## config.mk

```make
export PLATFORM = sky130hd
export DESIGN_NAME = mult_arbiter
export DESIGN_NICKNAME = d
export VERILOG_FILES = /design/src/rtl/mult_arbiter_pkg.sv /design/src/rtl/mult_arbiter_rr_pick2.sv /design/src/rtl/mult_arbiter.sv
export SDC_FILE = /design/constraint.sdc
export NUM_CORES = 1
export LEC_CHECK = 0
export ABC_AREA = 1
export BUFFER_PORTS_ARGS = -buffer_cell sky130_fd_sc_hd__buf_2
export CAP_MARGIN = 0
export CORE_MARGIN = 2
export CORE_UTILIZATION = 45
export CTS_BUF_LIST = sky130_fd_sc_hd__clkbuf_8
export DETAILED_ROUTE_END_ITERATION = 12
export PLACE_DENSITY = 0.8
export SYNTH_ARGS = -nofsm -noshare
export SYNTH_HDL_FRONTEND = slang
export SYNTH_SLANG_ARGS = --single-unit
```

## constraint.sdc

```tcl
create_clock -name clk -period 2.2 [get_ports clk]
set_clock_uncertainty 0.2 [all_clocks]
set_input_delay 0.33 -clock clk [delete_from_list [all_inputs] [get_ports clk]]
set_output_delay 0.33 -clock clk [all_outputs]
set_load 0.05 [all_outputs]
```

## src/rtl/mult_arbiter_pkg.sv

```systemverilog
// Shared types and defaults for the two-requester multiplier arbiter.
package mult_arb_pkg;

  localparam int MULT_ARB_WIDTH_DEFAULT = 8;

  typedef enum logic [1:0] {
    IDLE   = 2'd0,
    LAUNCH = 2'd1,
    WAIT   = 2'd2,
    RESP   = 2'd3
  } mult_arb_state_t;

endpackage

```

## src/rtl/mult_arbiter_rr_pick2.sv

```systemverilog
// Combinational two-way round-robin picker: when both are valid, the
// requester not served last wins. Grant is one-hot (or zero if none valid).
module rr_pick2 (
  input  logic [1:0] valid,
  input  logic       last_grant,
  output logic [1:0] grant
);

  assign grant[0] = valid[0] & (~valid[1] | last_grant);
  assign grant[1] = valid[1] & (~valid[0] | ~last_grant);

endmodule

```

## src/rtl/mult_arbiter.sv

```systemverilog
// Round-robin arbiter/sequencer in front of the shared repeated-addition
// multiplier. Optional MULT_ARB_ZERO_BYPASS_EN skips the multiplier for zero operands.
module mult_arbiter
  import mult_arb_pkg::*;
#(
  parameter int WIDTH = MULT_ARB_WIDTH_DEFAULT
) (
  input  logic             clk,
  input  logic             rst,
  input  logic             req0_valid,
  input  logic [WIDTH-1:0] req0_a,
  input  logic [WIDTH-1:0] req0_b,
  output logic             req0_ready,
  input  logic             req1_valid,
  input  logic [WIDTH-1:0] req1_a,
  input  logic [WIDTH-1:0] req1_b,
  output logic             req1_ready,
  output logic             rsp0_valid,
  output logic [WIDTH-1:0] rsp0_data,
  input  logic             rsp0_ready,
  output logic             rsp1_valid,
  output logic [WIDTH-1:0] rsp1_data,
  input  logic             rsp1_ready,
  output logic             mul_start,
  output logic [WIDTH-1:0] mul_in1,
  output logic [WIDTH-1:0] mul_in2,
  input  logic [WIDTH-1:0] mul_product,
  input  logic             mul_done,
  output logic             busy
);

  mult_arb_state_t  r_state;
  mult_arb_state_t  w_state_next;
  logic             r_last_grant;
  logic             r_owner;
  logic             r_done_prev;
  logic [WIDTH-1:0] r_in1;
  logic [WIDTH-1:0] r_in2;
  logic [WIDTH-1:0] r_result;

  logic [1:0]       w_grant;
  logic [1:0]       w_ready;
  logic             w_accept;
  logic             w_zero;
  logic             w_done_edge;
  logic [WIDTH-1:0] w_sel_a;
  logic [WIDTH-1:0] w_sel_b;

  rr_pick2 u_pick (
    .valid      ({req1_valid, req0_valid}),
    .last_grant (r_last_grant),
    .grant      (w_grant)
  );

  // Ready is forced low during reset so nothing can be accepted mid-reset.
  assign w_ready     = (r_state == IDLE && !rst) ? w_grant : 2'b00;
  assign w_accept    = |w_ready;
  assign w_sel_a     = w_grant[1] ? req1_a : req0_a;
  assign w_sel_b     = w_grant[1] ? req1_b : req0_b;
  assign w_done_edge = mul_done & ~r_done_prev;

`ifdef MULT_ARB_ZERO_BYPASS_EN
  assign w_zero = (w_sel_a == '0) || (w_sel_b == '0);
`else
  assign w_zero = 1'b0;
`endif

  always_ff @(posedge clk or posedge rst) begin
    if (rst) r_state <= IDLE;
    else     r_state <= w_state_next;
  end

  always_comb begin
    w_state_next = r_state;
    unique case (r_state)
      IDLE:    if (w_accept) w_state_next = w_zero ? RESP : LAUNCH;
      LAUNCH:  w_state_next = WAIT;
      WAIT:    if (w_done_edge) w_state_next = RESP;
      RESP:    if (r_owner ? rsp1_ready : rsp0_ready) w_state_next = IDLE;
      default: w_state_next = IDLE;
    endcase
  end

  always_ff @(posedge clk or posedge rst) begin
    if (rst) begin
      r_last_grant <= 1'b1;
      r_owner      <= 1'b0;
      r_done_prev  <= 1'b0;
      r_in1        <= '0;
      r_in2        <= '0;
      r_result     <= '0;
    end else begin
      r_done_prev <= mul_done;
      if (w_accept) begin
        r_in1        <= w_sel_a;
        r_in2        <= w_sel_b;
        r_owner      <= w_grant[1];
        r_last_grant <= w_grant[1];
        r_result     <= '0;
      end else if (r_state == WAIT && w_done_edge) begin
        r_result <= mul_product;
      end
    end
  end

  assign req0_ready = w_ready[0];
  assign req1_ready = w_ready[1];
  assign mul_start  = (r_state == LAUNCH);
  assign mul_in1    = r_in1;
  assign mul_in2    = r_in2;
  assign busy       = (r_state != IDLE);
  assign rsp0_valid = (r_state == RESP) && !r_owner;
  assign rsp1_valid = (r_state == RESP) && r_owner;
  assign rsp0_data  = rsp0_valid ? r_result : '0;
  assign rsp1_data  = rsp1_valid ? r_result : '0;

endmodule

```

== After elaboration in Yosys (flattened, before gate mapping) ==
Cells that the tools add are included.
Widths: inputs -> output; s select.

* Eq/ne operators: 6
* Mux-type cells: 12
* Bitwise operators: 9
* Reduce and logical (&&, ||, !) cells: 11

{| class="wikitable"
|+ Operator list
! kind !! number
|-
| $mux 8 || 6
|-
| $mux 2 || 4
|-
| $pmux 2 s4 || 1
|-
| $ne 2x2->1 const B || 3
|-
| $eq 2x2->1 const B || 2
|-
| $logic_and 1x1->1 || 4
|-
| $not 1->1 || 4
|-
| $reduce_bool 2->1 || 2
|-
| $and 1x1->1 || 3
|-
| $reduce_and 3->1 || 1
|-
| $eq 2x1->1 const B || 1
|-
| $logic_not 1->1 || 2
|-
| $logic_not 2->1 || 1
|-
| $or 1x1->1 || 2
|-
| $reduce_or 2->1 || 1
|-
| $mux 1 || 1
|}

* Bits in registers: 29
* Word-level logic and storage cells: 45

== Depth between registers and ports, before layout ==
Gate-level depths: netlist of run 1.

* Depth in word-level cells: 7
* Mapped depth: 9
* Gate-level depth less buffers: 9

== Hierarchy ==
Synthesis of run 1 repeated with hierarchy kept, for this count alone.

* Cells, all modules: 187
* Area, all modules: 1564.0 sq um

{| class="wikitable"
|+ Modules (own cells, without submodules)
! module !! times used !! cells an instance !! area each (sq um) !! seq. area each (sq um)
|-
| mult_arbiter || 1 || 183 || 1536.5 || 726.9
|-
| rr_pick2 || 1 || 4 || 27.5 || 0.0
|}

== Worst setup path after synthesis of run 1 ==
No wires, ideal clock.

* Path type: register to output
* Start: register r_state[0]
* End: output rsp0_data[0]
* Arrival time: 2.290 ns
* Data required time: 1.670 ns
* Slack: -0.620 ns
* Cell stages (with the launch flop): 6
* Buffers on the path: 0
* Cell sequence: dfrtp_1 -> ha_1 -> inv_1 -> nor2_1 -> inv_1 -> nor2_1

* Word-level cells in the longest chain between the ends: 3

{| class="wikitable"
|+ Ends and longest elaborated chain
! item !! RTL line !! text
|-
| from (decl) || mult_arbiter.sv:32 || <nowiki>mult_arb_state_t r_state;</nowiki>
|-
| from (signal assigned) || mult_arbiter.sv:70 || <nowiki>else r_state <= w_state_next;</nowiki>
|-
| $eq 2x2->1 || mult_arbiter.sv:112 || <nowiki>assign rsp0_valid = (r_state == RESP) && !r_owner;</nowiki>
|-
| $logic_and 1x1->1 || mult_arbiter.sv:112 ||
|-
| named net rsp0_valid || mult_arbiter.sv:18 || <nowiki>output logic rsp0_valid,</nowiki>
|-
| $mux 8 || mult_arbiter.sv:114 || <nowiki>assign rsp0_data = rsp0_valid ? r_result : '0;</nowiki>
|-
| to (decl) || mult_arbiter.sv:19 || <nowiki>output logic [WIDTH-1:0] rsp0_data,</nowiki>
|}

The timed path passes the listed nets, and every way through them passes these cells.

== Worst setup path after layout of run 1 ==
* Start: input rst
* End: output req1_ready

* Word-level cells in the longest chain between the ends: 3

{| class="wikitable"
|+ Ends and longest elaborated chain
! item !! RTL line !! text
|-
| from (decl) || mult_arbiter.sv:9 || <nowiki>input logic rst,</nowiki>
|-
| $logic_not 1->1 (no line) || -- ||
|-
| $logic_and 1x1->1 || mult_arbiter.sv:56 || <nowiki>assign w_ready = (r_state == IDLE && !rst) ? w_grant : 2'b00;</nowiki>
|-
| $mux 2 || mult_arbiter.sv:56 ||
|-
| to (decl) || mult_arbiter.sv:17 || <nowiki>output logic req1_ready,</nowiki>
|}

No other way between the ends.

==> out/results.env, run 1 <==
ANTENNADIODECOUNT=0
CRITICAL_PATH.SLOWEST_CELL='sky130_fd_sc_hd__dlygate4sd3_1'
VIAS_IN_THE_FIRST_GLOBAL_ROUTE=1631
NUMBER_OF_SYNTHESIZED_FLOPS_WITH_AN_ENABLE_PIN=0
GRT_ANTENNA_BEFORE_REPAIR=0
YOSYSTOPAREACELLSHARE_PCT=42.8
SYNTH_CELL_TYPE_COUNT=23
TRITONCTS='yes'
SYNTH_FF_TYPE='sky130_fd_sc_hd__dfrtp_1'
FINAL.HOLD.WORST_SLACK_NS=0.0838
TIMING.FINAL.CRIT_PERIOD_NS=2.11
WORST-PATH-MAX-FANOUT=5
GRT_REMAINING_OVERFLOW=0
TOTALWIRELENGTH_UM=3650
DETAILED_PLACE_HPWL_UM=2800
GP_CONGESTION=0.799
GRT_FIRST_PASS_WIRELENGTH_UM=6560
DESIGN.DIE.AREA_MM2=0.00414
I_O_PIN_COUNT=85
DETAILROUTE.VIA_COUNT=1607
CLOCK_TREE.BUFFER_DEPTH=2
SYNTH.NET_COUNT=263
FLOW.AREA_GROWTH_FROM_SYNTHESIS_PCT=43.3
WORST_SETUP_PATH_END_KIND='primary output'
DRIVE_GT1_SHARE_PCT=44.9
FINAL_NET_COUNT=354
INITIAL_CORE_UTIL_PCT=47.9
DIE_X_UM=64.3
CLKLATENCYLATEPIN_NS=0.27
PATH_CELLS='dlygate4sd3_1 > buf_2 > inv_1 > nand4_2 > inv_1 > buf_2'
CTS_INSERTED_BUFFERS=5
WORST-SLEW-PIN-TRANSITION_NS=0.365
PWR_DENSITY_CELL_mW_PER_MM2=1400
MAX_CAP_VIOLATIONS=0
SETUP_VIOL_COUNT_FINAL=0
TIMING.FMAX_GHz=0.475
HOLD_VIOL_FINAL=0
RUN_STATUS='complete, no violations'
MAX_SLEW_MARGIN_VS_LIMIT_PCT=75.6
WORST_EP_ARRIVAL_TIME_NS=1.58
PORT_BUFFERS=84
ANT_NETS=0
SYN_AREA_PER_CELL_UM2=7.76
GRT_USE_TOTAL_PCT=19.6
SYNTHARSTFLOPSHARE_PCT=100
DIE_H_UM=64.3
CLK_PIN_SLEW_WORST_PATHS_NS=0.06
SYNTH-SEQ-AREA-SHARE_PCT=44.4
CRIT_TYPE='in2out'
P_LEAK_uW=0.00123
CRIT_REQUIRED_NS=1.67
SYNTH_COMMONEST_CELLS='sky130_fd_sc_hd__nand2_1 (37), sky130_fd_sc_hd__inv_1 (35), sky130_fd_sc_hd__nor2_1 (30), sky130_fd_sc_hd__dfrtp_1 (28), sky130_fd_sc_hd__o21ai_0 (17)'
SYNTH_LARGEST_AREA_CELL='sky130_fd_sc_hd__dfrtp_1'
SYNTH.MOST_COMMON_CELL='sky130_fd_sc_hd__nand2_1'
REMAINING_DRC_ERRORS=0
SYNTH_WARNINGS=0
WL_PER_CELL_UM=10.5
GRT_START_MAX_NET_PINS=33
NUMBER_OF_FLIP_FLOPS_AND_LATCHES_IN_THE_SYNTHESIZED_NETLIST=29
CTSROOTBUFFERMASTER='sky130_fd_sc_hd__clkbuf_8'
FILLCELLCOUNT=296
FLOORPLAN.ROWS=21
NETLIST_AREA_MM2=0.00164
TIMING.FINAL.CRIT_SHARE_PCT=95.8
MAX_STAGE_DELAY_NS=0.53
DR_VIAS_CELL=4.60
CORE_FOOTPRINT_MM2=0.00342
REPORT.FINAL.SLEW_VIOL_COUNT=0
DRT_FIRST_ITER_VIOLATIONS=49
VDD_IR_DROP_MAX_mV=0.717
DRT-PASS1-ITER-COUNT=4
CRIT_PATH_START_KIND='primary input'
MIN_PATH_TYPE='in2reg'
SYNTHCELLS=211
AREA_CONTRIBUTORS_POST_SYNTH='sky130_fd_sc_hd__dfrtp_1 (43%), sky130_fd_sc_hd__nand2_1 (8.5%), sky130_fd_sc_hd__inv_1 (8.0%)'
OVERALL_POWER_uW=3290
CTS_SINKS=29
CTS_HTREE_LEVELS=2
-- cell usage in the layout (no fill, tap or decap), drive strengths merged --
master,Yosys,layout
a21boi,1,1
a21oi,24,24
buf,7,91
clkbuf,2,6
clkinv,1,3
clkinvlp,0,2
dfrtp,28,28
dfstp,1,1
dlygate4sd3,0,1
ha,5,5
inv,36,35
nand2,39,39
nand3,5,5
nand4,9,9
nor2,35,35
o21ai,17,17
or2,1,1
-- logic make-up (layout without fill, tap and decap cells) --
logic type | after synthesis | in the layout | share of synthesized area (%)
adder cells (fa/ha/maj) | 5 | 5 | 3.82
buffers and inverters | 46 | 138 | 12.0
AO/OA/AOI/OAI | 42 | 42 | 15.7
flip-flops | 29 | 29 | 44.4
AND/OR/NAND/NOR | 89 | 89 | 24.1
-- area by class of cell --
type	instances	area [um2]	area share [%]
clock buffer	5	68.8	2.93
clock inverter	3	17.5	0.746
inverter	37	143	6.08
multi-input combinational	136	787	33.5
sequential	29	727	31.0
tap	46	57.6	2.45
timing repair buffer	93	547	23.3
-- worst paths after layout --
check                                        from                  endpoint  slack [ns]  cells after the start
setup / recovery                              rst                req1_ready        0.09                      6
hold / removal                           mul_done     r_done_prev$_DFF_PP0_        0.08                      1
setup reg to reg           r_state[0]$_DFFE_PP0P_    mul_in2[4]$_DFFE_PP0P_        0.35                      9
hold reg to reg            mul_in1[3]$_DFFE_PP0P_    mul_in1[3]$_DFFE_PP0P_        0.31                      2
max in group asynchronous                     rst  r_last_grant$_DFFE_PP1P_        0.96                      4
min in group asynchronous                     rst    mul_in1[6]$_DFFE_PP0P_        0.54                      4
-- registers in the layout, indices dropped and copies added, names as in the netlist --
name and flops:
mul_in1 8, mul_in2 8, r_result 8, r_state 2, r_done_prev 1, r_last_grant 1
r_owner 1
-- per-layer routing --
metal  vias to the layer above  wire [um]  global-route usage [%]
li1                        839          -                       -
met1                       675       1590                    21.5
met2                        83       1660                    35.5
met3                        10        355                    5.99
met4                         0         36                    6.91
met5                         -          0                       0
-- power breakdown --
group / switching (uW) / internal (uW) / leakage [uW]
logic: 1390 / 548 / 0.000843
registers: 148 / 795 / 0.000340
clock network: 193 / 218 / 0.0000439
total: 1730 / 1560 / 0.00123
-- through the flow --
step / utilization, % / std cells / setup TNS (ns) / instance area, um2 / setup slack (ns)
floorplan: - / 211 / -0.363 / 1710 / -0.0453
global placement: 63.7 / 338 / 0 / 2170 / 0.316
detailed placement: 63.7 / 338 / 0 / 2170 / 0.241
CTS: 67.1 / 347 / 0 / 2290 / 0.00727
global route: 68.7 / 349 / -0.00780 / 2350 / -0.00644
finish: 68.7 / 349 / 0 / 2350 / 0.0928
-- critical path: cells and delay by family --
family | cells | cell delay [ns]
buffers and inverters | 5 | 1.07
AND/OR/NAND/NOR | 1 | 0.17
-- what timing repair did --
| action | 4_1_cts | 5_1_grt |
|---|---|---|
| setup buffers | 0 | 2 |
| hold buffers | 1 | 0 |
| setup endpoints to repair | 8 | 10 |
| resized for setup | 8 | 12 |
| hold endpoints to repair | 24 | 0 |
No activity file was read; power rests on OpenSTA's default activity.
==> inputs of run 2 (changes only) <==
--- a/config.mk
+++ b/config.mk
@@ -13,6 +13,7 @@
 export CTS_BUF_LIST = sky130_fd_sc_hd__clkbuf_8
 export DETAILED_ROUTE_END_ITERATION = 12
 export PLACE_DENSITY = 0.8
+export REMOVE_ABC_BUFFERS = 1
 export SYNTH_ARGS = -nofsm -noshare
 export SYNTH_HDL_FRONTEND = slang
 export SYNTH_SLANG_ARGS = --single-unit
==> run 2 against run 1 <==
  * Power is 1.0% higher
  * Largest power group unchanged
  * Core utilization down 2.7 points
  * Sequential share of layout area up 1.3 points
  * Count of clock-buffer cells in the layout rose by 1
==> out/results.env, run 2 (synthesis gave the netlist of run 1 again) <==
FLOW.AREA_GROWTH_FROM_SYNTHESIS_PCT=37.6
GRT_START_MAX_NET_PINS=41  # +24%
RUN_STATUS='complete, no violations'
DRT-PASS1-ITER-COUNT=4  # unchanged
TOTALWIRELENGTH_UM=3550  # -2.8%
DETAILED_PLACE_HPWL_UM=2660  # -5.2%
CRIT_TYPE='in2out'
TIMING.FMAX_GHz=0.472  # -0.52%
CRIT_PATH_START_KIND='primary input'
FLOORPLAN.ROWS=21  # unchanged
DIE_H_UM=64.3  # unchanged
GRT_FIRST_PASS_WIRELENGTH_UM=6120  # -6.7%
DR_VIAS_CELL=4.53  # -1.5%
I_O_PIN_COUNT=85  # unchanged
CTS_SINKS=29  # unchanged
DETAIL_ROUTE.WIRELENGTH.MET1_UM=1520  # -4.6%
REPORT.FINAL.SLEW_VIOL_COUNT=0  # unchanged
ANTENNADIODECOUNT=0  # unchanged
VIAS_IN_THE_FIRST_GLOBAL_ROUTE=1423  # -13%
TIMING.FINAL.CRIT_PERIOD_NS=2.12  # +0.0111 ns
GP_CONGESTION=0.764  # -4.4%
LAYOUT_COMMON_CELLS='sky130_fd_sc_hd__buf_2 (76), sky130_fd_sc_hd__nand2_1 (37), sky130_fd_sc_hd__inv_1 (35)'
DRIVE_GT1_SHARE_PCT=40.5  # -4.4 points
CTSROOTBUFFERMASTER='sky130_fd_sc_hd__clkbuf_8'
CTS_INSERTED_BUFFERS=5  # unchanged
FINAL_NET_COUNT=350  # -1.1%
WORST_SETUP_PATH_END_KIND='primary output'
DESIGN.DIE.AREA_MM2=0.00414  # unchanged
WORST_EP_ARRIVAL_TIME_NS=1.59  # about the same
GRT_ANTENNA_BEFORE_REPAIR=0  # unchanged
P_LEAK_uW=0.00122  # -0.36%
CLOCK_TREE.BUFFER_DEPTH=2  # unchanged
FINAL_COMMON_CELL='sky130_fd_sc_hd__buf_2'
HOLD_VIOL_FINAL=0  # unchanged
PRECTSSETUPSLACK_NS=0.331  # +0.0898 ns
CTS_HTREE_LEVELS=2  # unchanged
REMAINING_DRC_ERRORS=0  # unchanged
INITIAL_CORE_UTIL_PCT=47.9  # unchanged
CLKLATENCYLATEPIN_NS=0.28  # about the same
MAX_CAP_VIOLATIONS=0  # unchanged
DRT_FIRST_ITER_VIOLATIONS=42  # -14%
WORST-PATH-MAX-FANOUT=5  # unchanged
ANT_NETS=0  # unchanged
DETAILROUTE.VIA_COUNT=1564  # -2.7%
FINAL_UTIL_PCT=66.0  # -2.7 points
GRT_USE_TOTAL_PCT=19.2  # -0.46 points
CORE_FOOTPRINT_MM2=0.00342  # unchanged
MET2_LENGTH_UM=1580  # -4.8%
MAX_SLEW_MARGIN_VS_LIMIT_PCT=75.2  # -0.40 points
CRIT_REQUIRED_NS=1.67  # about the same
MET3_LENGTH_UM=390  # +9.9%
WL_PER_CELL_UM=10.3  # -1.7%
GRT_REMAINING_OVERFLOW=0  # unchanged
TRITONCTS='yes'
MAXUSEDROUTINGLAYER='met4'
CLK_PIN_SLEW_WORST_PATHS_NS=0.06  # about the same
PWR_DENSITY_CELL_mW_PER_MM2=1470  # +5.2%
SETUP_WS_NS=0.0817  # -0.0111 ns
MIN_PATH_TYPE='in2reg'
FILLCELLCOUNT=317  # +7.1%
VDD_IR_DROP_MAX_mV=0.829  # +16%
TIMING.FINAL.CRIT_SHARE_PCT=96.3  # +0.50 points
PORT_BUFFERS=84  # unchanged
SETUP_VIOL_COUNT_FINAL=0  # unchanged
WORST-SLEW-PIN-TRANSITION_NS=0.371  # +0.00600 ns
DIE_X_UM=64.3  # unchanged
-- run 2: area by class of cell --
cell class | count | area [um2] | share of cell area (%)
clock inverters | 2 | 33.8 | 1.50
flip-flops and latches | 29 | 727 | 32.3
well taps | 46 | 57.6 | 2.55
inverters | 37 | 139 | 6.16
repair buffers | 89 | 497 | 22.0
clock buffers | 6 | 82.6 | 3.66
multi-input cells | 136 | 717 | 31.8
-- run 2: worst max-delay path, cell delays in order --
cell and delay [ns]:
sky130_fd_sc_hd__dlygate4sd3_1 0.55, sky130_fd_sc_hd__buf_2 0.14, sky130_fd_sc_hd__inv_1 0.08, sky130_fd_sc_hd__nand4_2 0.15
sky130_fd_sc_hd__inv_1 0.08, sky130_fd_sc_hd__buf_2 0.25
-- run 2: final timing paths --
path,start,end,slack [ns],depth (start not counted)
min in group asynchronous,rst,r_owner$_DFFE_PP0P_,0.55,4
worst max-delay path,rst,req1_ready,0.08,6
worst max register to register,r_state[0]$_DFFE_PP0P_,mul_in1[2]$_DFFE_PP0P_,0.41,9
max in group asynchronous,rst,r_last_grant$_DFFE_PP1P_,0.94,4
worst min register to register,mul_in2[0]$_DFFE_PP0P_,mul_in2[0]$_DFFE_PP0P_,0.31,2
worst min-delay path,mul_done,r_done_prev$_DFF_PP0_,0.08,1
-- run 2: routing by layer --
layer	vias up	GRT usage [%]
met4	0	6.38
met3	6	8.27
met1	657	21.3
met2	68	32.8
met5	-	0
li1	833	-
-- run 2: per-stage QoR --
step,hold slack [ns],instances,TNS (ns),power (uW),instance area (um2)
after floorplan,0.161,202,-7.45,2320,1580
after global placement,0.287,336,0,2720,2100
after detailed placement,0.293,336,0,2760,2100
after CTS,0.0664,345,0,3340,2230
after global routing,0.0661,345,-0.0113,3560,2250
final,0.0773,345,0,3320,2250
-- run 2: power breakdown --
group	internal [uW]	switching (uW)
clock	364	199
combinational	505	1320
sequential	795	143
-- run 2: repair_timing --
action                                  4_1_cts  5_1_grt
resized for setup                             0       14
buffers inserted                              0        0
endpoints found under the setup margin        0       10
hold buffers                                  1        0
hold endpoints to repair                     28        0
